**src/rtl/display_scan_ctrl.sv**
```systemverilog
// Four-digit 7-segment scan controller: double-buffered BCD value with frame-aligned commit.
// Optional build macro LEADING_ZERO_BLANK_EN suppresses leading all-zero digits.
module display_scan_ctrl #(
  parameter int SCAN_DIV     = 50000,
  parameter int BLANK_CYCLES = 500
) (
  input  logic        clk,
  input  logic        reset,
  input  logic        enable,
  input  logic [15:0] val_in,
  input  logic [3:0]  dp_in,
  input  logic        load,
  output logic        load_ack,
  output logic [3:0]  num3,
  output logic [3:0]  num2,
  output logic [3:0]  num1,
  output logic [3:0]  num0,
  output logic [1:0]  digit,
  output logic        decimal,
  output logic [3:0]  digit_en,
  output logic        blank,
  output logic        frame_start
);

  localparam int SW = (SCAN_DIV > 1) ? $clog2(SCAN_DIV) : 1;
  localparam logic [SW-1:0] SLOT_LAST  = SW'(SCAN_DIV - 1);
  localparam logic [SW-1:0] BLANK_LAST = SW'((BLANK_CYCLES > 0) ? BLANK_CYCLES - 1 : 0);

  typedef enum logic [1:0] {IDLE, BLANK, SHOW} state_t;

  localparam state_t SLOT_START = (BLANK_CYCLES == 0) ? SHOW : BLANK;

  state_t        state, state_n;
  logic [SW-1:0] slot, slot_n;
  logic [1:0]    digit_n;
  logic          frame_n;
  logic          commit;
  logic          pending;
  logic [15:0]   pend_val;
  logic [3:0]    pend_dp;
  logic [3:0]    dp_sh;
  logic [15:0]   shadow_n;
  logic [3:0]    dp_n;
  logic [3:0]    en_n;
  logic          suppress;

  always_ff @(posedge clk) begin
    if (reset) begin
      state       <= IDLE;
      slot        <= '0;
      digit       <= 2'd0;
      pending     <= 1'b0;
      pend_val    <= 16'h0000;
      pend_dp     <= 4'h0;
      num3        <= 4'h0;
      num2        <= 4'h0;
      num1        <= 4'h0;
      num0        <= 4'h0;
      dp_sh       <= 4'h0;
      decimal     <= 1'b0;
      digit_en    <= 4'h0;
      blank       <= 1'b1;
      load_ack    <= 1'b0;
      frame_start <= 1'b0;
    end else begin
      state       <= state_n;
      slot        <= slot_n;
      digit       <= digit_n;
      {num3, num2, num1, num0} <= shadow_n;
      dp_sh       <= dp_n;
      decimal     <= dp_n[digit_n];
      digit_en    <= en_n;
      blank       <= (en_n == 4'h0);
      load_ack    <= commit && (load || pending);
      frame_start <= frame_n;
      if (commit) begin
        pending <= 1'b0;
      end else if (load) begin
        pend_val <= val_in;
        pend_dp  <= dp_in;
        pending  <= 1'b1;
      end
    end
  end

  // Outputs are registered from the next-state values so digit, decimal and
  // digit_en all change on the same edge as the slot counter.
  always_comb begin
    state_n = state;
    slot_n  = slot;
    digit_n = digit;
    frame_n = 1'b0;
    case (state)
      IDLE: begin
        slot_n  = '0;
        digit_n = 2'd0;
        if (enable) begin
          state_n = SLOT_START;
          frame_n = 1'b1;
        end
      end
      default: begin
        if (slot == SLOT_LAST) begin
          slot_n  = '0;
          digit_n = digit + 2'd1;
          state_n = SLOT_START;
          frame_n = (digit == 2'd3);
        end else begin
          slot_n = slot + 1'b1;
          if (state == BLANK && slot == BLANK_LAST)
            state_n = SHOW;
        end
      end
    endcase
    if (!enable) begin
      state_n = IDLE;
      slot_n  = '0;
      digit_n = 2'd0;
      frame_n = 1'b0;
    end

    // A load on the commit edge bypasses the pending register.
    commit   = frame_n || (state == IDLE);
    shadow_n = {num3, num2, num1, num0};
    dp_n     = dp_sh;
    if (commit) begin
      if (load) begin
        shadow_n = val_in;
        dp_n     = dp_in;
      end else if (pending) begin
        shadow_n = pend_val;
        dp_n     = pend_dp;
      end
    end

    suppress = 1'b0;
`ifdef LEADING_ZERO_BLANK_EN
    case (digit_n)
      2'd3: suppress = (shadow_n[15:12] == 4'h0) && !dp_n[3];
      2'd2: suppress = (shadow_n[15:8] == 8'h00) && (dp_n[3:2] == 2'b00);
      2'd1: suppress = (shadow_n[15:4] == 12'h000) && (dp_n[3:1] == 3'b000);
      default: suppress = 1'b0;
    endcase
`endif

    en_n = 4'h0;
    if (state_n == SHOW && !suppress)
      en_n = 4'b0001 << digit_n;
  end

endmodule

```
**config.mk**
```make
export PLATFORM = sky130hd
export DESIGN_NAME = display_scan_ctrl
export DESIGN_NICKNAME = d
export VERILOG_FILES = /design/src/rtl/display_scan_ctrl.sv
export SDC_FILE = /design/constraint.sdc
export NUM_CORES = 1
export LEC_CHECK = 0
export ABC_AREA = 1
export ABC_CLOCK_PERIOD_IN_PS = 2000
export CORE_AREA = 2 2 106 77
export DETAILED_ROUTE_END_ITERATION = 12
export DIE_AREA = 0 0 108 79
export MAX_ROUTING_LAYER = met4
export SLEW_MARGIN = 20
export SYNTH_ARGS = -nofsm -noshare
export SYNTH_HDL_FRONTEND = slang
export SYNTH_SLANG_ARGS = --single-unit
```
**constraint.sdc**
```tcl
create_clock -name clk -period 2 [get_ports clk]
set_input_delay 0.2 -clock clk [delete_from_list [all_inputs] [get_ports clk]]
set_output_delay 0.2 -clock clk [all_outputs]
set_load 0.02 [all_outputs]
```
* Word-level counts from Yosys, hierarchy flattened
Index checks and enable logic that the tools add are counted.
** Operators by class
- Eq/ne operators :: 5
- Bitwise gates (word level) :: 2
- Shift-type cells :: 1
- Reductions and logical operators :: 11
- Mux-type cells :: 18
- $add $sub $neg :: 2
- Order comparisons :: 1
** Operators with widths (count)
- $mux W16 :: 2
- $add A16 B1 Y16 const B :: 1
- $eq A16 B16 Y1 const B :: 1
- $eq A16 B9 Y1 const B :: 1
- $mux W4 :: 4
- $mux W2 :: 7
- $eq A2 B2 Y1 const B :: 2
- $logic_not A4 Y1 :: 1
- $mux W1 :: 4
- $reduce_and A2 Y1 :: 2
- $reduce_or A4 Y1 :: 1
- $shl A1 B2 Y4 const A :: 1
- $lt A2 B3 Y1 const B :: 1
- $add A2 B1 Y2 const B :: 1
- $bmux W1 S2 :: 1
- $eq A2 B1 Y1 const B :: 1
- $logic_and A1 B1 Y1 :: 2
- $logic_not A2 Y1 :: 1
- $logic_or A1 B1 Y1 :: 2
- $not A1 Y1 :: 2
- $reduce_bool A2 Y1 :: 1
- $reduce_or A2 Y1 :: 1
** Storage, ports and cells
- Bits in registers :: 69
- Logic and storage cells :: 56
- Bits of input ports :: 24
- Output and inout bits :: 26

* Depth between registers and ports, before layout
Gate-level depths: netlist (run 1).
- Depth in word-level cells :: 9
- Mapped depth :: 13
- Gate-level depth less buffers :: 13

* Worst setup path after synthesis (run 1)
No wires, ideal clock.
- Path kind :: register to register
- From :: register digit[0]
- To :: register pend_dp[3]
- Stages on the path, launching flop included :: 10
- Data arrival time :: 1630 ps
- Setup time :: 116 ps
- Path buffers :: 2
- Slack :: 254 ps
- Required time :: 1884 ps
- Period minus slack after synthesis :: 1746 ps
- Path through :: dfxtp_1 -> ha_1 -> o21ai_2 -> inv_1 -> a21oi_2 -> nand2_1 -> buf_4 -> buf_6 -> o21ai_0 -> nor2_1
** On the way
- Cells in the longest elaborated chain, start to end :: 7
** Ends and longest elaborated chain
- start, declared :: line 18 : output logic [1:0] digit,
- start signal, assigned :: line 68 : digit <= digit_n;
- $eq A2 B2 Y1 :: line 107 : frame_n = (digit == 2'd3);
- $mux W1 :: line 103 : if (slot == SLOT_LAST) begin
- $mux W1 :: line 93 : case (state)
- $mux W1 :: line 115 : if (!enable) begin
- $logic_or A1 B1 Y1 :: line 123 : commit = frame_n || (state == IDLE);
- $not A1 Y1 (no line)
- $reduce_and A2 Y1 (no line)
- end signal, assigned :: line 80 : pend_dp <= dp_in;
- end, declared :: line 40 : logic [3:0] pend_dp;
No other way between the ends.
A chain may end at the register's enable or synchronous reset.

* Worst setup path in the final report (run 1)
- From :: register slot[0]
- To :: register decimal
** On the way
- Cells in the longest elaborated chain, start to end :: 8
- Elaborated cells on any way between the ends :: 11
- Those cells by class :: eq/ne: 1; mux: 9; reduce/logical: 1
** Ends and longest elaborated chain
- start, declared :: line 34 : logic [SW-1:0] slot, slot_n;
- start signal, assigned :: line 67 : slot <= slot_n;
- $eq A16 B16 Y1 * :: line 103
- $mux W1 :: line 103
- $mux W1 :: line 93
- $mux W1 :: line 115
- $logic_or A1 B1 Y1 :: line 123
- $mux W4 :: line 126 : if (commit) begin
- $bmux W1 S2 * :: line 71 : decimal <= dp_n[digit_n];
- $mux W1 (implied by the code) * :: line 71
- end signal, assigned :: line 71
- end, declared :: line 19 : output logic decimal,
Every way passes the cells marked *; elsewhere a longest branch is shown, timed or not. The select of a mux whose other input is x is not followed.

==> results of run 1 <==
worst max path at each step:
| stage | end |
|---|---|
| floorplan | pend_dp[3] |
| global placement | decimal |
| detailed placement | decimal |
| CTS | decimal |
| global route | decimal |
| finish | decimal |
logic make-up (layout without fill, tap and decap cells):
group | Yosys count | after routing | synth area share (%)
simple gates | 211 | 211 | 28.7
flops | 69 | 69 | 46.7
fa+ha+maj | 2 | 2 | 0.846
buf+inv | 55 | 117 | 8.04
compound gates | 80 | 80 | 15.4
xor+xnor | 1 | 1 | 0.296
layout by cell type (no fill, tap or decap), drive strengths merged:
cell / netlist / layout
o21a: 3 / 3
o21ai: 41 / 41
ha: 2 / 2
a21oi: 17 / 17
or2: 1 / 1
nor3: 7 / 7
nand4: 4 / 4
a31oi: 16 / 16
buf: 7 / 13
clkinv: 2 / 5
nand2: 107 / 107
clkinvlp: 0 / 1
inv: 38 / 39
nor2: 79 / 79
a211oi: 3 / 3
bufinv: 0 / 1
nand3: 13 / 13
dfxtp: 69 / 69
clkbuf: 8 / 9
xor2: 1 / 1
clkdlybuf4s50: 0 / 49
through the flow:
stage	hold WS, ns	total power, µW	setup WS, ns	cell area, µm²
2_1_floorplan	0.278	1680	0.254	2960
3_3_place_gp	0.428	1830	0.128	3580
3_5_place_dp	0.442	1840	0.0796	3580
4_1_cts	0.425	2950	0.0650	3770
5_1_grt	0.446	3040	0.000624	3810
6_report	0.444	2910	0.182	3810
power groups by stage:
| stage | registers (µW) | clock network (µW) | logic (µW) |
|---|---|---|---|
| after floorplan | 1520 | 0 | 155 |
| after global placement | 1490 | 0 | 339 |
| after detailed placement | 1490 | 0 | 343 |
| after CTS | 1460 | 1140 | 344 |
| after global routing | 1470 | 1190 | 382 |
| final | 1460 | 1100 | 347 |
worst register-to-register path, stage by stage, from the launching register on:
cell	delay, ns
sky130_fd_sc_hd__dfxtp_1	0.36
sky130_fd_sc_hd__ha_1	0.18
sky130_fd_sc_hd__nand3_1	0.14
sky130_fd_sc_hd__buf_4	0.18
sky130_fd_sc_hd__nor2_2	0.16
sky130_fd_sc_hd__nand2_1	0.10
sky130_fd_sc_hd__nand2_1	0.09
sky130_fd_sc_hd__nand3_2	0.13
sky130_fd_sc_hd__nor2_1	0.14
sky130_fd_sc_hd__nand2_1	0.06
sky130_fd_sc_hd__nand2_1	0.05
sky130_fd_sc_hd__inv_1	0.03
sky130_fd_sc_hd__a21oi_1	0.14
routing by layer:
metal | vias up | share of wire [%] | GRT usage, % | wire length [µm]
li1 | 1458 | - | - | -
met1 | 1257 | 53 | 25.4 | 3740
met2 | 57 | 40 | 25.2 | 2850
met3 | 10 | 5.5 | 4.68 | 390
met4 | 0 | 1.5 | 7.31 | 107
met5 | - | 0 | - | 0
timing repair:
item | CTS | global route
gates resized for setup | 0 | 10
hold endpoints to repair | 0 | 0
hold buffers | 0 | 0
setup buffers | 0 | 0
endpoints found under the setup margin | 0 | 33
cell type report:
| type | instances | area, µm² |
|---|---|---|
| tap | 101 | 126 |
| sequential | 69 | 1380 |
| multi-input combinational | 294 | 1370 |
| fill | 771 | 3790 |
| timing repair buffer | 62 | 588 |
| inverter | 40 | 155 |
| clock inverter | 6 | 65.1 |
| clock buffer | 9 | 124 |
==> reports/results.ini, run 1 <==
[run_status]
run_status=complete, no violations

[sta]
finalSetupViolCount=0
max_slew_margin_pct=74.1
post-route-period-util_pct=90.9
fin_crit_ns=1.82
worstMarginPinSlew_ns=0.387
max_transition_viols_final=0
fmax_achieved_mhz=550
worst_clock_skew_ns=0.0105
rsz0062_at_grt=no
accumulated_negative_setup_slack_ns=0
report.final.hold_viol_count=0

[die]
core_area_um2=7600
full_die_area_um2=8530
start_util_pct=38.9
dieWidth_um=108
ios=50
die_height_um=79
std_cell_rows=27

[yosys]
synth_common_cells=103 x sky130_fd_sc_hd__nand2_1, 75 x sky130_fd_sc_hd__nor2_1, 69 x sky130_fd_sc_hd__dfxtp_1
synthDistinctLibCells=28
syn_inst=418
synth_top_cells_by_area=sky130_fd_sc_hd__dfxtp_1 47%, sky130_fd_sc_hd__nand2_1 13%, sky130_fd_sc_hd__nor2_1 9.5%, sky130_fd_sc_hd__o21ai_0 5.2%, sky130_fd_sc_hd__inv_1 4.7%
yosys_most_used_dff=sky130_fd_sc_hd__dfxtp_1
synth_seq_area_share_pct=46.7
yosysTopAreaCellShare_pct=46.7
most_common_cell_in_the_netlist=sky130_fd_sc_hd__nand2_1
synth.ff_latch_count=69
mappedNetlistNets=444
syn-mean-instance-area_um2=7.07
asyncSetResetFlopFracSynth_pct=0
synth_area_leader_cell=sky130_fd_sc_hd__dfxtp_1
synth-edff-count=0
yosysWarningCount=0
syn-cell-area_um2=2960

[critical_path]
cp-start-kind=register
timing.critical_path.max_delay_family=simple AND/OR/NAND/NOR gates
worst_setup_path_startpoint=slot[0]
cp.buffers_inverters=2
worstPathCellList=ha_1 -> nand3_1 -> buf_4 -> nor2_2 -> nand2_1 -> nand2_1 -> nand3_2 -> nor2_1 -> nand2_1 -> nand2_1 -> inv_1 -> a21oi_1
rrSetupSlack_ns=0.18
critical_path.endpoint_type=register
cp_data_arrival_time_ns=2.10
crit_path_max_incr_delay_ns=0.36
critical_path_cell_count=12
worstPathRequired_ns=2.28
worst-r2r-cell-count=12
critical_path_class=register to register
worst-path-max-fanout=7
critPathSlowestCell=sky130_fd_sc_hd__dfxtp_1
r2r_end=decimal
timing.critical_path.mode_cell=sky130_fd_sc_hd__nand2_1
critical_path.reg2reg.startpoint=slot[0]

[power_and_ir_drop]
p_leak_uw=0.00149
pwr_density_cell_nw_per_um2=763
power_report.internal_total_uw=2160
seq_pwr_share_pct=50.2
switchingPower_uw=747
netSwitchingFraction_pct=25.7
power.share.combinational_pct=11.9
power.ir.vdd_worst_uv=357
clkPwrFrac_pct=37.8

[clock_network]
cts_inserted_buffers=9
clock_root_buffer=sky130_fd_sc_hd__clkbuf_8
insertion_delay_ns=0.34
cts_buffer_depth=2
tritoncts=built
max_h_tree_level=3
path_clk_slew_ns=0.08
clock_sink_count=69

[final_layout]
drive_above_1_share_pct=9.79
top_regs=pend_val (16), slot (16)
finalNetCount=502
layout.core_utilization_pct=50.1
area_growth_pct=28.9
n_diodes=0
finish.cell_count_without_fillers=581

[placement]
buffer_ports.inserted=49
gpl.final_weighted_congestion=0.883
hpwl_mm=5.17
placed_cells=566

[route]
totalWireLength_mm=7.09
wire_per_inst_um=12.2
drt.antenna.violating_nets=0
routed_via_density=4.79
route.detailed.drc=0
route.vias.total=2782
detailedRoute.firstPassIterationCount=4
drt_iter0_markers=98

[worst_hold_path]
worst_hold_path_type=input pin to register
min_delay_path_depth=3
hold_end=num3[2]
min-delay-start=val_in[14]

[grt]
number_of_antenna_violations_at_the_first_check_in_global_routing=0
globalRouteTotalUtil_pct=18.3
grt_max_degree=36
first_global_vias=2556
grt_overflow=0
grt_pass1_wl_mm=11.8

[run]
cap_viol_max_count=0

(Power assumes the default switching activity.)
==> run 2, diff against run 1 <==
--- a/config.mk
+++ b/config.mk
@@ -8,10 +8,11 @@
 export ABC_AREA = 1
 export ABC_CLOCK_PERIOD_IN_PS = 2000
 export CORE_AREA = 2 2 106 77
+export CTS_BUF_LIST = sky130_fd_sc_hd__clkbuf_4 sky130_fd_sc_hd__clkbuf_8
 export DETAILED_ROUTE_END_ITERATION = 12
 export DIE_AREA = 0 0 108 79
 export MAX_ROUTING_LAYER = met4
-export SLEW_MARGIN = 20
+export SLEW_MARGIN = 5
 export SYNTH_ARGS = -nofsm -noshare
 export SYNTH_HDL_FRONTEND = slang
 export SYNTH_SLANG_ARGS = --single-unit
==> results of run 2 <==
No change in the layout: final DEF, timing and power equal those of run 1.
